`config.mk`:
```
export PLATFORM = sky130hd
export DESIGN_NAME = immediate_reader
export DESIGN_NICKNAME = d
export VERILOG_FILES = /design/src/rtl/immediate_reader_pkg.sv /design/src/rtl/immediate_reader.sv
export SDC_FILE = /design/constraint.sdc
export NUM_CORES = 1
export LEC_CHECK = 0
export CELL_PAD_IN_SITES_DETAIL_PLACEMENT = 1
export CELL_PAD_IN_SITES_GLOBAL_PLACEMENT = 2
export CORE_UTILIZATION = 28
export CTS_BUF_LIST = sky130_fd_sc_hd__clkbuf_8
export DETAILED_ROUTE_END_ITERATION = 8
export PLACE_DENSITY_LB_ADDON = 0.08
export SETUP_SLACK_MARGIN = 0.05
export SYNTH_ARGS = -nofsm -noshare
export SYNTH_HDL_FRONTEND = slang
export SYNTH_SLANG_ARGS = --single-unit
```
`constraint.sdc`:
```
create_clock -name clk -period 2.05 [get_ports clk]
set_input_delay 0.205 -clock clk [delete_from_list [all_inputs] [get_ports clk]]
set_output_delay 0.205 -clock clk [all_outputs]
set_load 0.02 [all_outputs]
```
`src/rtl/immediate_reader_pkg.sv`:
```
// rtl/immediate_reader_pkg.sv - shared types, constants and helpers for the immediate reader
//
// Contents:
//   imm_state_e   state encoding of the immediate reader FSM
//   IMM_BYTES_8   byte count reported for an 8-bit immediate
//   IMM_BYTES_16  byte count reported for a 16-bit immediate
//   extend_byte   widens a byte to 16 bits, zero- or sign-extended
//                 (also used by the displacement reader)

package immediate_reader_pkg;

  typedef enum logic [2:0] {
    IMM_IDLE       = 3'd0,
    IMM_FETCH_LO   = 3'd1,
    IMM_CAPTURE_LO = 3'd2,
    IMM_FETCH_HI   = 3'd3,
    IMM_CAPTURE_HI = 3'd4,
    IMM_DONE       = 3'd5
  } imm_state_e;

  localparam logic [1:0] IMM_BYTES_8  = 2'd1;
  localparam logic [1:0] IMM_BYTES_16 = 2'd2;

  function automatic logic [15:0] extend_byte(input logic [7:0] b, input logic sext);
    return sext ? {{8{b[7]}}, b} : {8'h00, b};
  endfunction

endpackage

```
`src/rtl/immediate_reader.sv`:
```
// rtl/immediate_reader.sv - pulls 1 or 2 bytes from the prefetch FIFO and assembles a 16-bit immediate
//
// Ports:
//   clk           system clock
//   reset         synchronous, active-high reset
//   start         one-cycle request; honoured only in IDLE
//   is_8bit       sampled with start: 1 = one byte, 0 = two bytes
//   sign_extend   sampled with start: sign-extend an 8-bit operand
//   flush         stream flush (branch); aborts any request
//   fifo_rd_en    FIFO read strobe (combinational)
//   fifo_rd_data  FIFO byte, valid the cycle after fifo_rd_en
//   fifo_empty    FIFO empty flag
//   busy          high in every state except IDLE
//   complete      one-cycle pulse, immediate valid
//   immediate     assembled little-endian value, held until next capture
//   bytes_read    bytes consumed by the finished request, qualified by complete
//   ip_inc        one pulse per accepted FIFO read

module immediate_reader (
  input  logic        clk,
  input  logic        reset,
  input  logic        start,
  input  logic        is_8bit,
  input  logic        sign_extend,
  input  logic        flush,
  output logic        fifo_rd_en,
  input  logic [7:0]  fifo_rd_data,
  input  logic        fifo_empty,
  output logic        busy,
  output logic        complete,
  output logic [15:0] immediate,
  output logic [1:0]  bytes_read,
  output logic        ip_inc
);

  import immediate_reader_pkg::*;

  imm_state_e  state_q, state_d;
  logic        is8_q, is8_d;
  logic        sext_q, sext_d;
  logic [7:0]  lo_q, lo_d;
  logic [15:0] imm_q, imm_d;
  logic        rd_en;

  always_ff @(posedge clk) begin
    if (reset) begin
      state_q <= IMM_IDLE;
      is8_q   <= 1'b0;
      sext_q  <= 1'b0;
      lo_q    <= 8'h00;
      imm_q   <= 16'h0000;
    end else begin
      state_q <= state_d;
      is8_q   <= is8_d;
      sext_q  <= sext_d;
      lo_q    <= lo_d;
      imm_q   <= imm_d;
    end
  end

  always_comb begin
    state_d = state_q;
    is8_d   = is8_q;
    sext_d  = sext_q;
    lo_d    = lo_q;
    imm_d   = imm_q;
    rd_en   = 1'b0;

    // A flush overrides everything: no read, no capture, straight back to IDLE.
    if (flush) begin
      state_d = IMM_IDLE;
    end else begin
      unique case (state_q)
        IMM_IDLE: begin
          if (start) begin
            is8_d   = is_8bit;
            sext_d  = sign_extend;
            state_d = IMM_FETCH_LO;
          end
        end

        IMM_FETCH_LO: begin
          if (!fifo_empty) begin
            rd_en   = 1'b1;
            state_d = IMM_CAPTURE_LO;
          end
        end

        IMM_CAPTURE_LO: begin
          lo_d = fifo_rd_data;
          if (is8_q) begin
            // An 8-bit operand is complete here, so the held value can be
            // updated now and presented in DONE.
            imm_d   = extend_byte(fifo_rd_data, sext_q);
            state_d = IMM_DONE;
          end else if (!fifo_empty) begin
            // Overlap the high-byte read with the low-byte capture.
            rd_en   = 1'b1;
            state_d = IMM_CAPTURE_HI;
          end else begin
            state_d = IMM_FETCH_HI;
          end
        end

        IMM_FETCH_HI: begin
          if (!fifo_empty) begin
            rd_en   = 1'b1;
            state_d = IMM_CAPTURE_HI;
          end
        end

        IMM_CAPTURE_HI: begin
          imm_d   = {fifo_rd_data, lo_q};
          state_d = IMM_DONE;
        end

        IMM_DONE: begin
          state_d = IMM_IDLE;
        end

        default: begin
          state_d = IMM_IDLE;
        end
      endcase
    end
  end

  assign fifo_rd_en = rd_en;
  assign ip_inc     = rd_en;
  assign busy       = (state_q != IMM_IDLE);
  assign complete   = (state_q == IMM_DONE);
  assign bytes_read = (state_q == IMM_DONE) ? (is8_q ? IMM_BYTES_8 : IMM_BYTES_16) : 2'd0;
  assign immediate  = imm_q;

endmodule

```
==> impl_metrics.yaml <==
clock_tree:
  numCtsBuffers: 5
  numClockSinks: 29
  post-cts-setup-buffer-count: 0
  cts-root-buf: "clkbuf_8"
  cts_tree: "yes"
  clk_latency_ps: 290
  htree_levels: 2
  clkSlewWorstSetupHoldPaths_ps: 70
  clockBufferDepth: 2
synth:
  yosys.area_share.simple_pct: 23.4
  synth_area_leader_cell: "dfxtp_1"
  ys_warn_count: 0
  syn_avg_cell_area_um2: 8.84
  syn_nets: 162
  syn-cell-area_um2: 1300
  synth-seq-cells: 29
  synthXorXnorAreaFrac_pct: 0
  synth-seq-area-share_pct: 44.7
  yosys-top-cells-area: "dfxtp_1 45%, a211oi_1 8.7%, mux2i_1 7.7%"
  synthMuxAreaShare_pct: 7.71
  synth_top_family_by_area: "simple AND/OR/NAND/NOR gates"
  yosys.area.top_type_share_pct: 44.7
  synthAdderAreaFrac_pct: 0
  synth_compound_area_share_pct: 18.3
  synth_cell_types: 32
  syn_inst: 147
place:
  pre_cts_ws_ps: 149
  gp_congestion: 0.683
  placedInstanceArea_um2: 1710
  port_buffers: 36
  dp_hpwl_um: 2570
routing:
  wl_per_cell_um: 14.7
  drcViolationCount: 0
  routed_wl_um: 3480
  postRouteAntennaNets: 0
  via_count: 1177
  viasPerCell: 4.97
  drt-initial-drc-count: 31
  dr.pass1.iters: 4
cells_and_area:
  antennaDiodeCount: 0
  nets: 199
  syn_to_final_growth_pct: 39.1
  design_area_um2: 1810
  drive_above_1_share_pct: 13.0
power:
  p_per_area_nw_per_um2: 626
  intPower_uw: 851
  p_leak_nw: 0.705
  netSwitchingFraction_pct: 24.8
  p_clk_share_pct: 40.8
  power_frac_comb_pct: 8.4
  ir_drop_mv: 0.287
  p_switching_uw: 281
  seq_power_share_pct: 50.8
grt:
  antenna_found_initial: 0
  grt_pass1_vias: 1165
  overflow: 0
  grt_pass1_wl_um: 5890
  grt_start_max_net_pins: 33
  grt_util_all_layers_pct: 15.6
setup_path:
  path_buf_inv: 2
  worstPathArrival_ps: 1550
  critical-path-slowest-cell: "dfxtp_1"
  cpPeakStageDelay_ps: 360
  worstReg2RegStart: "state_q[1]"
  cp_max_fo: 7
  setup.worst_path.class: "reg -> out"
  rr_endpoint: "immediate[15]"
  start_kind: "register"
  worstPathCellList: "buf_4, nor2_1, and2_1, nor2b_1, dlygate4sd2_1"
  end_kind: "primary output"
  path_delay_family: "buffers and inverters"
  r2r_cells: 6
  reg2reg_setup_slack_ps: 360
  required_ps: 1850
sta:
  fmax_ghz: 0.568
  final.setup.tns_ps: 0
  hold_viol: 0
  finalSetupViolations: 0
  slew_violations: 0
  finClkSkew_ps: 7.09
  worst_pin_slew_ps: 318
  grt_setup_unrepaired: "false"
  setup_slack_ps: 290
  min_period_ps: 1760
  slew_headroom_pct: 78.8
  finalCritPeriodShare_pct: 85.9
die:
  core_area_um2: 4410
  ios: 37
  dieWidth_um: 70.1
  die_h_um: 70.1
  row_count: 24
  initial_utilization_pct: 29.4
  dieArea_um2: 4910
worst_hold_path:
  hold_end: "lo_q[1]"
  hold_path_depth: 2
  hold_start: "lo_q[1]"
  min_path_type: "reg -> reg"
status:
  status: "finished clean"
job:
  cap_violations: 0
## sequential cells by signal (all words and copies together) (netlist names)
signal,flops
is8_q,1
state_q,3
lo_q,8
immediate,16
sext_q,1
## how the worst max path moves through the flow
| stage | from | to | slack [ps] | cells after the start |
|---|---|---|---|---|
| 2_1_floorplan | state_q[1] | ip_inc | 410 | 5 |
| 5_1_grt | state_q[1] | ip_inc | 190 | 4 |
| 3_3_place_gp | fifo_empty | ip_inc | 160 | 4 |
| 3_5_place_dp | fifo_empty | ip_inc | 150 | 4 |
| 4_1_cts | state_q[1] | fifo_rd_en | 60 | 4 |
| 6_report | state_q[1] | bytes_read[1] | 290 | 5 |
## power by group through the flow
stage	Sequential [mW]	Clock [mW]	Combinational [mW]
2_1_floorplan	0.586	0	0.0441
3_3_place_gp	0.587	0	0.0939
3_5_place_dp	0.587	0	0.0959
4_1_cts	0.574	0.479	0.0958
5_1_grt	0.575	0.510	0.103
6_report	0.575	0.462	0.0946
## routing by layer
| metal | GRT usage [%] | up-vias | wire, um |
|---|---|---|---|
| li1 | - | 589 | - |
| met1 | 21.8 | 550 | 1740 |
| met2 | 22.3 | 33 | 1470 |
| met3 | 5.19 | 5 | 223 |
| met4 | 5.33 | 0 | 52 |
| met5 | 0 | - | 0 |
## layout by cell type, fill, tap and decap left out, types with 2 or more instances in the layout
master,netlist,routed
clkdlybuf4s50_1,0,30
dfxtp_1,29,28
nor2_1,18,18
nand2_1,17,17
a21oi_1,16,16
a211oi_1,15,15
mux2i_1,10,10
buf_4,2,8
clkbuf_8,0,5
dlymetal6s2s_1,0,4
nor3_1,3,3
and3_1,2,2
nor2b_1,2,2
nand2b_1,2,2
a31oi_1,2,2
clkinv_2,0,2
dlygate4sd2_1,0,2
## cell type report
class | instances | area [um2]
Multi-Input combinational cell | 103 | 642
Tap cell | 52 | 65.1
Clock buffer | 5 | 68.8
Clock inverter | 3 | 17.5
Inverter | 1 | 3.75
Fill cell | 519 | 2610
Timing Repair Buffer | 44 | 428
Sequential cell | 29 | 582
## worst min-delay path, stage by stage, from the launching register on
cell	delay [ps]
dfxtp_1	310
nand2_1	50
a21oi_1	50
## logic make-up (layout without fill, tap and decap cells)
logic type,after synthesis,count (layout)
simple gates,56,56
compound gates,37,37
flops,29,29
buf+inv,15,53
mux,10,10
## metrics by stage
stage               cells  utilization, %  hold WS (ps)  power [mW]
floorplan             147               -           341       0.630
global placement      229            38.8           441       0.681
CTS                   237            40.7           460        1.15
detailed placement    229            38.8           451       0.683
finish                237            40.9           457        1.13
global route          237            40.9           490        1.19
## synthesized netlist by cell type
master    instances
a211oi_1         15
a211oi_2          1
a21oi_1          16
a31oi_1           2
and2_1            1
and3_1            2
buf_2             4
buf_4             2
buf_6             1
clkbuf_1          7
dfxtp_1          29
inv_1             1
mux2i_1          10
nand2_1          17
nand2b_1          2
nand2b_2          1
nand3_1           1
nand3b_4          1
nor2_1           18
nor2_4            1
nor2b_1           2
nor3_1            3
nor3b_1           1
nor4_1            1
nor4b_2           1
o211ai_1          1
o21ai_0           1
o21bai_1          1
or3_4             1
or3b_4            1
or4_1             1
or4b_1            1
## repair_timing
action                                  CTS  global route
hold buffers                              0             0
endpoints found under the setup margin    3             4
hold endpoints to repair                  0             0
gates resized for setup                   3             4
Note: power is estimated with default switching activity, not from simulation.
